`config.mk`:
```
export PLATFORM = sky130hd
export DESIGN_NAME = flag_cond_unit_flat
export DESIGN_NICKNAME = d
export VERILOG_FILES = /design/src/rtl/flag_cond_unit_if.sv /design/src/rtl/flag_cond_unit.sv /design/src/flat_wrapper.sv
export SDC_FILE = /design/constraint.sdc
export NUM_CORES = 1
export LEC_CHECK = 0
export ABC_AREA = 1
export CORE_MARGIN = 8
export CORE_UTILIZATION = 43
export CTS_BUF_LIST = sky130_fd_sc_hd__clkbuf_4
export DETAILED_ROUTE_END_ITERATION = 10
export GPL_ROUTABILITY_DRIVEN = 0
export PLACE_DENSITY = 0.8
export SYNTH_ARGS = -nofsm -noshare
export SYNTH_HDL_FRONTEND = slang
export SYNTH_SLANG_ARGS = --single-unit
export TNS_END_PERCENT = 20
```
`constraint.sdc`:
```
create_clock -name clk -period 1.2 [get_ports clk]
set_input_delay 0.24 -clock clk [delete_from_list [all_inputs] [get_ports clk]]
set_output_delay 0.24 -clock clk [all_outputs]
set_load 0.1 [all_outputs]
```
`src/rtl/flag_cond_unit_if.sv`:
```
// Execute-stage status interface between the ALU/pipeline control (master)
// and the flag/condition unit (slave).
//   master drives : flush, issue_flag_op, flag_wr, z_in, n_in, v_in, c_in,
//                   cond_req, cond_code
//   slave drives  : cond_stall, cond_valid, cond_taken, flags_q, pend_cnt,
//                   pend_err
interface flag_cond_unit_if #(
  parameter int unsigned CNT_W = 2
);
  logic             flush;
  logic             issue_flag_op;
  logic             flag_wr;
  logic             z_in;
  logic             n_in;
  logic             v_in;
  logic             c_in;
  logic             cond_req;
  logic [3:0]       cond_code;
  logic             cond_stall;
  logic             cond_valid;
  logic             cond_taken;
  logic [3:0]       flags_q;
  logic [CNT_W-1:0] pend_cnt;
  logic             pend_err;

  modport master (
    output flush, issue_flag_op, flag_wr, z_in, n_in, v_in, c_in,
           cond_req, cond_code,
    input  cond_stall, cond_valid, cond_taken, flags_q, pend_cnt, pend_err
  );

  modport slave (
    input  flush, issue_flag_op, flag_wr, z_in, n_in, v_in, c_in,
           cond_req, cond_code,
    output cond_stall, cond_valid, cond_taken, flags_q, pend_cnt, pend_err
  );
endinterface

```
`src/rtl/flag_cond_unit.sv`:
```
// Flag/condition unit: holds the architectural Z/N/V/C flags written back by
// the ALU, counts flag-setting instructions in flight, stalls condition
// queries until their flags are valid (with one-cycle forwarding from the
// writeback flags), and resolves 4-bit branch condition codes.
// Ports:
//   clk   - system clock, rising edge
//   rst_n - asynchronous active-low reset
//   bus   - status interface (slave side), see flag_cond_unit_if
module flag_cond_unit #(
  parameter int unsigned PEND_MAX = 3,
  parameter int unsigned CNT_W    = 2
) (
  input  logic              clk,
  input  logic              rst_n,
  flag_cond_unit_if.slave   bus
);

  logic [3:0]       r_flags;   // {N,Z,C,V}
  logic [CNT_W-1:0] r_cnt;
  logic             r_err;
  logic             r_valid;
  logic             r_taken;

  logic [3:0]       w_in_flags;
  logic [3:0]       w_eval_flags;
  logic             w_stall;
  logic             w_accept;
  logic             w_taken;
  logic             w_n, w_z, w_c, w_v;

  assign w_in_flags = {bus.n_in, bus.z_in, bus.c_in, bus.v_in};

  // Any query that is not stalled sees pend_cnt<=1; if writeback is active
  // the incoming flags are the newest, otherwise the held flags are current.
  assign w_eval_flags = bus.flag_wr ? w_in_flags : r_flags;

  assign w_stall  = bus.cond_req & ~bus.flush &
                    ((r_cnt > CNT_W'(1)) | ((r_cnt == CNT_W'(1)) & ~bus.flag_wr));
  assign w_accept = bus.cond_req & ~w_stall & ~bus.flush;

  assign {w_n, w_z, w_c, w_v} = w_eval_flags;

  always_comb begin
    w_taken = 1'b0;
    unique case (bus.cond_code)
      4'h0: w_taken = w_z;
      4'h1: w_taken = ~w_z;
      4'h2: w_taken = w_c;
      4'h3: w_taken = ~w_c;
      4'h4: w_taken = w_n;
      4'h5: w_taken = ~w_n;
      4'h6: w_taken = w_v;
      4'h7: w_taken = ~w_v;
      4'h8: w_taken = w_c & ~w_z;
      4'h9: w_taken = ~w_c | w_z;
      4'hA: w_taken = (w_n == w_v);
      4'hB: w_taken = (w_n != w_v);
      4'hC: w_taken = ~w_z & (w_n == w_v);
      4'hD: w_taken = w_z | (w_n != w_v);
      4'hE: w_taken = 1'b1;
      4'hF: w_taken = 1'b0;
      default: w_taken = 1'b0;
    endcase
  end

  always_ff @(posedge clk or negedge rst_n) begin
    if (!rst_n) begin
      r_flags <= 4'b0100;
      r_cnt   <= '0;
      r_err   <= 1'b0;
      r_valid <= 1'b0;
      r_taken <= 1'b0;
    end else begin
      if (bus.flag_wr) r_flags <= w_in_flags;

      if (bus.flush) begin
        r_cnt <= bus.issue_flag_op ? CNT_W'(1) : '0;
      end else if (bus.issue_flag_op && !bus.flag_wr) begin
        if (r_cnt == CNT_W'(PEND_MAX)) r_err <= 1'b1;
        else                           r_cnt <= r_cnt + CNT_W'(1);
      end else if (bus.flag_wr && !bus.issue_flag_op) begin
        if (r_cnt == '0) r_err <= 1'b1;
        else             r_cnt <= r_cnt - CNT_W'(1);
      end

      r_valid <= w_accept;
      if (w_accept) r_taken <= w_taken;
    end
  end

  assign bus.cond_stall = w_stall;
  assign bus.cond_valid = r_valid;
  assign bus.cond_taken = r_taken;
  assign bus.flags_q    = r_flags;
  assign bus.pend_cnt   = r_cnt;
  assign bus.pend_err   = r_err;

endmodule

```
`src/flat_wrapper.sv`:
```
// flat-port wrapper written by rule: the top's interface ports become plain ports
module flag_cond_unit_flat 
#(
  parameter int unsigned PEND_MAX = 3,
  parameter int unsigned CNT_W    = 2
)
  (clk, rst_n, bus_flush, bus_issue_flag_op, bus_flag_wr, bus_z_in, bus_n_in, bus_v_in, bus_c_in, bus_cond_req, bus_cond_code, bus_cond_stall, bus_cond_valid, bus_cond_taken, bus_flags_q, bus_pend_cnt, bus_pend_err);
  flag_cond_unit_if #(.CNT_W(CNT_W)) bus_i ();
  input  logic clk;
  input  logic rst_n;
  input wire logic [$bits(bus_i.flush)-1:0] bus_flush;
  input wire logic [$bits(bus_i.issue_flag_op)-1:0] bus_issue_flag_op;
  input wire logic [$bits(bus_i.flag_wr)-1:0] bus_flag_wr;
  input wire logic [$bits(bus_i.z_in)-1:0] bus_z_in;
  input wire logic [$bits(bus_i.n_in)-1:0] bus_n_in;
  input wire logic [$bits(bus_i.v_in)-1:0] bus_v_in;
  input wire logic [$bits(bus_i.c_in)-1:0] bus_c_in;
  input wire logic [$bits(bus_i.cond_req)-1:0] bus_cond_req;
  input wire logic [$bits(bus_i.cond_code)-1:0] bus_cond_code;
  output wire logic [$bits(bus_i.cond_stall)-1:0] bus_cond_stall;
  output wire logic [$bits(bus_i.cond_valid)-1:0] bus_cond_valid;
  output wire logic [$bits(bus_i.cond_taken)-1:0] bus_cond_taken;
  output wire logic [$bits(bus_i.flags_q)-1:0] bus_flags_q;
  output wire logic [$bits(bus_i.pend_cnt)-1:0] bus_pend_cnt;
  output wire logic [$bits(bus_i.pend_err)-1:0] bus_pend_err;
  assign bus_i.flush = bus_flush;
  assign bus_i.issue_flag_op = bus_issue_flag_op;
  assign bus_i.flag_wr = bus_flag_wr;
  assign bus_i.z_in = bus_z_in;
  assign bus_i.n_in = bus_n_in;
  assign bus_i.v_in = bus_v_in;
  assign bus_i.c_in = bus_c_in;
  assign bus_i.cond_req = bus_cond_req;
  assign bus_i.cond_code = bus_cond_code;
  assign bus_cond_stall = bus_i.cond_stall;
  assign bus_cond_valid = bus_i.cond_valid;
  assign bus_cond_taken = bus_i.cond_taken;
  assign bus_flags_q = bus_i.flags_q;
  assign bus_pend_cnt = bus_i.pend_cnt;
  assign bus_pend_err = bus_i.pend_err;
  flag_cond_unit #(.PEND_MAX(PEND_MAX), .CNT_W(CNT_W)) u_core (.clk(clk), .rst_n(rst_n), .bus(bus_i));
endmodule
```
* Word-level counts from Yosys, hierarchy flattened
Index checks and enable logic that the tools add are counted.
** Operators by class
- Add/sub/neg operators :: 2
- Order comparisons :: 1
- Equality and inequality tests :: 22
- Muxes and demuxes :: 12
- Bitwise logic cells :: 17
- Reduce and logical (&&, ||, !) cells :: 11
** Operators with widths (number)
- $eq A4 B4 Y1 const B :: 8
- $eq A4 B3 Y1 const B :: 4
- $pmux W1 S16 :: 1
- $mux W2 :: 5
- $eq A4 B2 Y1 const B :: 2
- $and A1 B1 Y1 :: 7
- $not A1 Y1 :: 7
- $mux W1 :: 5
- $eq A4 B1 Y1 const B :: 1
- $logic_not A4 Y1 :: 1
- $mux W4 :: 1
- $reduce_and A4 Y1 :: 1
- $reduce_bool A2 Y1 :: 2
- $ne A3 B2 Y1 const B :: 1
- $ne A3 B3 Y1 const B :: 1
- $or A1 B1 Y1 :: 3
- $reduce_and A3 Y1 :: 1
- $reduce_bool A3 Y1 :: 1
- $add A2 B1 Y2 const B :: 1
- $eq A2 B1 Y1 const B :: 1
- $eq A2 B2 Y1 const B :: 1
- $gt A2 B1 Y1 const B :: 1
- $logic_and A1 B1 Y1 :: 2
- $logic_not A1 Y1 :: 2
- 5 further kinds :: 5
** Storage, ports and cells
- Register bits :: 9
- Bits of input ports :: 14
- Output and inout port bits :: 10
- Logic and storage cells :: 70

* Logic depth before layout (Yosys ltp)
Gate-level depths: netlist of run 1.
- Depth in word-level cells :: 7
- Mapped depth :: 14
- Mapped depth without buffers :: 13

* Least setup slack after synthesis of run 1
No wires, ideal clock.
- Path type :: register to register
- Start :: register u_core.r_cnt[1], in the netlist u_core.bus.pend_cnt[1]
- End :: register u_core.r_taken, in the netlist u_core.bus.cond_taken
- Library setup time :: 0.120 ns
- Data arrival time :: 3.031 ns
- Data required time :: 1.080 ns
- Slack :: -1.951 ns
- Stages on the path, launching flop included :: 11
- Buffers on the path :: 0
- Clock period less this slack :: 3.151 ns
- Cells stage by stage :: dfrtp_1 inv_1 ha_1 nand2_1 o21ai_0 nor3_2 nor3_2 inv_1 a31oi_1 nand2_1 nand2_1
** Between the ends
- Cells in the longest elaborated chain, start to end :: 7
- Elaborated cells between the ends (all ways) :: 8
- Those cells by class :: 1 x order compare; 1 x eq/ne; 6 x bitwise
** Ends and longest elaborated chain
- start, declared :: line flag_cond_unit.sv:19 : logic [CNT_W-1:0] r_cnt;
- start signal, assigned :: line flag_cond_unit.sv:77 : r_cnt <= bus.issue_flag_op ? CNT_W'(1) : '0;
- start signal, assigned :: line flag_cond_unit.sv:80 : else r_cnt <= r_cnt + CNT_W'(1);
- start signal, assigned :: line flag_cond_unit.sv:83 : else r_cnt <= r_cnt - CNT_W'(1);
- $eq A2 B1 Y1 :: line flag_cond_unit.sv:38 : ((r_cnt > CNT_W'(1)) | ((r_cnt == CNT_W'(1)) & ~bus.flag_wr));
- $and A1 B1 Y1 :: line flag_cond_unit.sv:38
- $or A1 B1 Y1 * :: line flag_cond_unit.sv:38
- $and A1 B1 Y1 * :: line flag_cond_unit.sv:37 : assign w_stall = bus.cond_req & ~bus.flush &
- named net bus_cond_stall :: line flat_wrapper.sv:20 : output wire logic [$bits(bus_i.cond_stall)-1:0] bus_cond_stall;
- $not A1 Y1 * :: line flag_cond_unit.sv:39 : assign w_accept = bus.cond_req & ~w_stall & ~bus.flush;
- $and A1 B1 Y1 * (2 in series) :: line flag_cond_unit.sv:39
- named net u_core.w_accept :: line flag_cond_unit.sv:27 : logic w_accept;
- end signal, assigned :: line flag_cond_unit.sv:87 : if (w_accept) r_taken <= w_taken;
- end, declared :: line flag_cond_unit.sv:22 : logic r_taken;
Mark *: on every way through the listed nets, which the timed path passes. The rest lies on a longest branch.
A chain may end at the register's enable or synchronous reset.

* Final worst setup path of run 1
- Start :: register u_core.r_cnt[1], in the netlist u_core.bus.pend_cnt[1]
- End :: output bus_cond_stall
** Between the ends
- Cells in the longest elaborated chain, start to end :: 4
- Elaborated cells between the ends (all ways) :: 5
- Those cells by class :: 1 x order compare; 1 x eq/ne; 3 x bitwise
** Ends and longest elaborated chain (line)
- $eq A2 B1 Y1 :: flag_cond_unit.sv:38
- $and A1 B1 Y1 :: flag_cond_unit.sv:38
- $or A1 B1 Y1 * :: flag_cond_unit.sv:38
- $and A1 B1 Y1 * :: flag_cond_unit.sv:37
- end, declared :: flat_wrapper.sv:20
Mark *: on every way between the ends. The rest lies on a longest branch, timed or not.

==> flow_summary_export.csv, run 1 <==
group,metric,value,unit
finish,area.growth.synth_to_final,88.7,%
critical_path,crit_type,"reg2out",
timing,worst_pin_slew,0.480,ns
global_route,grt_usage,16.9,%
die,die_y,58.2,um
finish,drive_gt1_share,41.7,%
clock_network,clockRootBuffer,"clkbuf_4",
timing,clock_skew,0.00192,ns
synth,synth-seq-cells,9,
run,drv_cap,0,
synth,ys_seq_area_share,29.5,%
synth,syn_nets,130,
finish,fin_util,84.8,%
pwr,vdd_drop_max,1.50,mV
timing,setup_slack,-0.550,ns
drt,drtIter0Drc,22,
die,pin_count,24,
clock_network,clk_pin_slew,0.08,ns
critical_path,reg2reg_depth,11,
global_route,grt_pass1_vias,954,
critical_path,end_kind,"primary output",
timing,hold_viol,0,
drt,ant_nets,0,
global_route,grt_max_degree,10,
critical_path,cp_data_arrival_time,1.51,ns
critical_path,worstPathRequired,0.96,ns
critical_path,r2r_start,"u_core.bus.pend_cnt[1]",
drt,drc,0,
outcome,violations,"negative setup slack",
drt,wl,2.65,mm
timing,fin_crit_sh,146,%
die,die_width,58.2,um
placement,port_buffers,23,
timing,rsz0062_at_grt,"true",
synth,syn-mean-instance-area,6.91,um2
placement,hpwl,1.98,mm
finish,antenna_cells,0,
timing,min_period,1.75,ns
drt,num_vias,903,
die,initial_core_util,44.9,%
timing,timing.hold.ws,0.289,ns
critical_path,startpoint_type,"register",
timing,fmaxAchievable,0.571,GHz
synth,async_flop_share,100,%
global_route,grt_pass1_wl,4.46,mm
die,core.rowCount,15,
drt,wl_per_cell,14.1,um
synth,synth_edf_count,0,
synth,yosys.cell_types.count,24,
outcome,status,"finished with violations",
finish,nets,183,
drt,routed_via_density,4.80,
pwr,p_leak,0.741,nW
min_path,worstHoldPathType,"in2async",
synth,ys.flop_type,"dfrtp_1",
global_route,overflow,0,
pwr,powerDensity,1570,nW/um2
synth,synth_cells,111,
synth,synth_area,767,um2
clock_network,cts_sinks,9,
timing,setup_violations,12,
clock_network,htreeDepth,1,
global_route,antenna_found_initial,0,
clock_network,tritoncts,"yes",
die,dieArea,3390,um2
die,core_area,1710,um2
clock_network,clock_path_buffers,2,
critical_path,rrSetupSlack,-0.41,ns
clock_network,clk_latency,0.27,ns
timing,final_max_slew_viol_count,0,
timing,slew_headroom,67.9,%
drt,firstDrtPassIters,4,
clock_network,cts_made_buffers,3,
critical_path,worstPathMaxFanout,3,
critical_path,r2r-end,"u_core.bus.cond_taken",
synth,ys_warn_count,0,
## synth_stat cells (2+ instances only)
master / instances / share of area, %
o21ai_2: 2 / 2.3
o21ai_1: 2 / 1.3
nand2_1: 36 / 18
nor2_1: 8 / 3.9
dfrtp_1: 8 / 26
nor3_2: 2 / 2.6
a21oi_1: 2 / 1.3
nand2_2: 9 / 7.3
nand3_1: 5 / 3.3
o21ai_0: 3 / 2.0
ha_1: 5 / 8.2
inv_1: 17 / 8.3
## layout by cell type (no fill, tap or decap), types with 3 or more instances in the layout
cell type and n:
nand2_2 9, o21ai_1 4, buf_6 6, ha_1 3
inv_1 15, nand3_1 5, buf_12 11, nand2_1 35
dfrtp_1 6, nor2_1 7, clkdlybuf4s50_1 12, buf_4 20
clkbuf_4 3
## worst max-delay path: stages, from the launching register on
cell and delay [ns]:
dfrtp_4 0.50, inv_4 0.07, ha_4 0.16, o21ai_4 0.07, nor3_4 0.14, buf_6 0.13
buf_12 0.16
## metrics by stage
step           cells  instance area (um2)  TNS, ns  power, mW  worst slack, ns
2_1_floorplan    111                  783    -3.59       1.18            -1.06
3_3_place_gp     180                 1310    -3.93       1.74           -0.678
3_5_place_dp     180                 1310    -4.31       1.77           -0.712
4_1_cts          188                 1440    -2.58       2.26           -0.542
5_1_grt          188                 1450    -3.15       2.37           -0.602
6_report         188                 1450    -2.64       2.27           -0.550
## layer usage
metal | up-vias | global-route usage (%) | wire (um)
li1 | 451 | - | -
met1 | 422 | 19.2 | 1050
met2 | 28 | 29.3 | 1440
met3 | 2 | 5.52 | 160
met4 | 0 | 4.90 | 4
met5 | - | 0 | 0
## layout make-up
| type | instances | area [um2] |
|---|---|---|
| Fill cell | 84 | 260 |
| Clock buffer | 3 | 22.5 |
| Inverter | 18 | 77.6 |
| Timing Repair Buffer | 50 | 567 |
| Tap cell | 25 | 31.3 |
| Multi-Input combinational cell | 82 | 510 |
| Clock inverter | 1 | 5.00 |
| Sequential cell | 9 | 234 |
## flip-flops by register name (all words and copies together), names as in the netlist
name,count
u_core.bus.flags_q,4
u_core.bus.cond_taken,1
u_core.bus.pend_err,1
u_core.bus.cond_valid,1
u_core.bus.pend_cnt,2
## logic make-up (layout without fill, tap and decap cells)
group | after synthesis | after routing | synth area share [%]
AOI/OAI and AO/OA | 14 | 14 | 12.1
xor gates and xnor gates | 1 | 1 | 1.14
adders and majority gates | 5 | 5 | 8.16
buffers and inverters | 20 | 72 | 11.9
DFF | 9 | 9 | 29.5
and+or+nand+nor | 62 | 62 | 37.2
## power breakdown
group | switching, mW | internal [mW] | leakage, nW | total, mW
Clock | 0.135 | 0.123 | 0.0177 | 0.259
Combinational | 0.898 | 0.677 | 0.620 | 1.57
Sequential | 0.0607 | 0.376 | 0.103 | 0.437
Total | 1.09 | 1.18 | 0.741 | 2.27
## how the worst max path moves through the flow
stage | start | to | slack, ns
3_3_place_gp | bus_flag_wr | bus_cond_stall | -0.68
3_5_place_dp | bus_flag_wr | u_core.bus.pend_cnt[0] | -0.71
4_1_cts | u_core.bus.pend_cnt[0] | bus_cond_stall | -0.54
2_1_floorplan | u_core.bus.pend_cnt[0] | u_core.bus.cond_taken | -1.06
6_report | u_core.bus.pend_cnt[1] | bus_cond_stall | -0.55
5_1_grt | u_core.bus.pend_cnt[1] | bus_cond_stall | -0.60
## repair_timing
action / CTS / global route
hold buffers: 0 / 0
setup endpoints to repair: 12 / 12
setup buffers: 4 / 0
gates resized for setup: 20 / 1
pin swaps: 7 / 0
No activity file was read; power rests on OpenSTA's default activity.
==> run 2, diff against run 1 <==
--- a/config.mk
+++ b/config.mk
@@ -12,6 +12,7 @@
 export DETAILED_ROUTE_END_ITERATION = 10
 export GPL_ROUTABILITY_DRIVEN = 0
 export PLACE_DENSITY = 0.8
+export SLEW_MARGIN = 0
 export SYNTH_ARGS = -nofsm -noshare
 export SYNTH_HDL_FRONTEND = slang
 export SYNTH_SLANG_ARGS = --single-unit
==> results of run 2 <==
The final DEF is identical to that of run 1; final timing and power are the same.
==> run 3, diff against run 2 <==
--- a/config.mk
+++ b/config.mk
@@ -12,7 +12,6 @@
 export DETAILED_ROUTE_END_ITERATION = 10
 export GPL_ROUTABILITY_DRIVEN = 0
 export PLACE_DENSITY = 0.8
-export SLEW_MARGIN = 0
 export SYNTH_ARGS = -nofsm -noshare
 export SYNTH_HDL_FRONTEND = slang
 export SYNTH_SLANG_ARGS = --single-unit
==> results of run 3 <==
The final DEF is identical to that of run 1; final timing and power are the same.
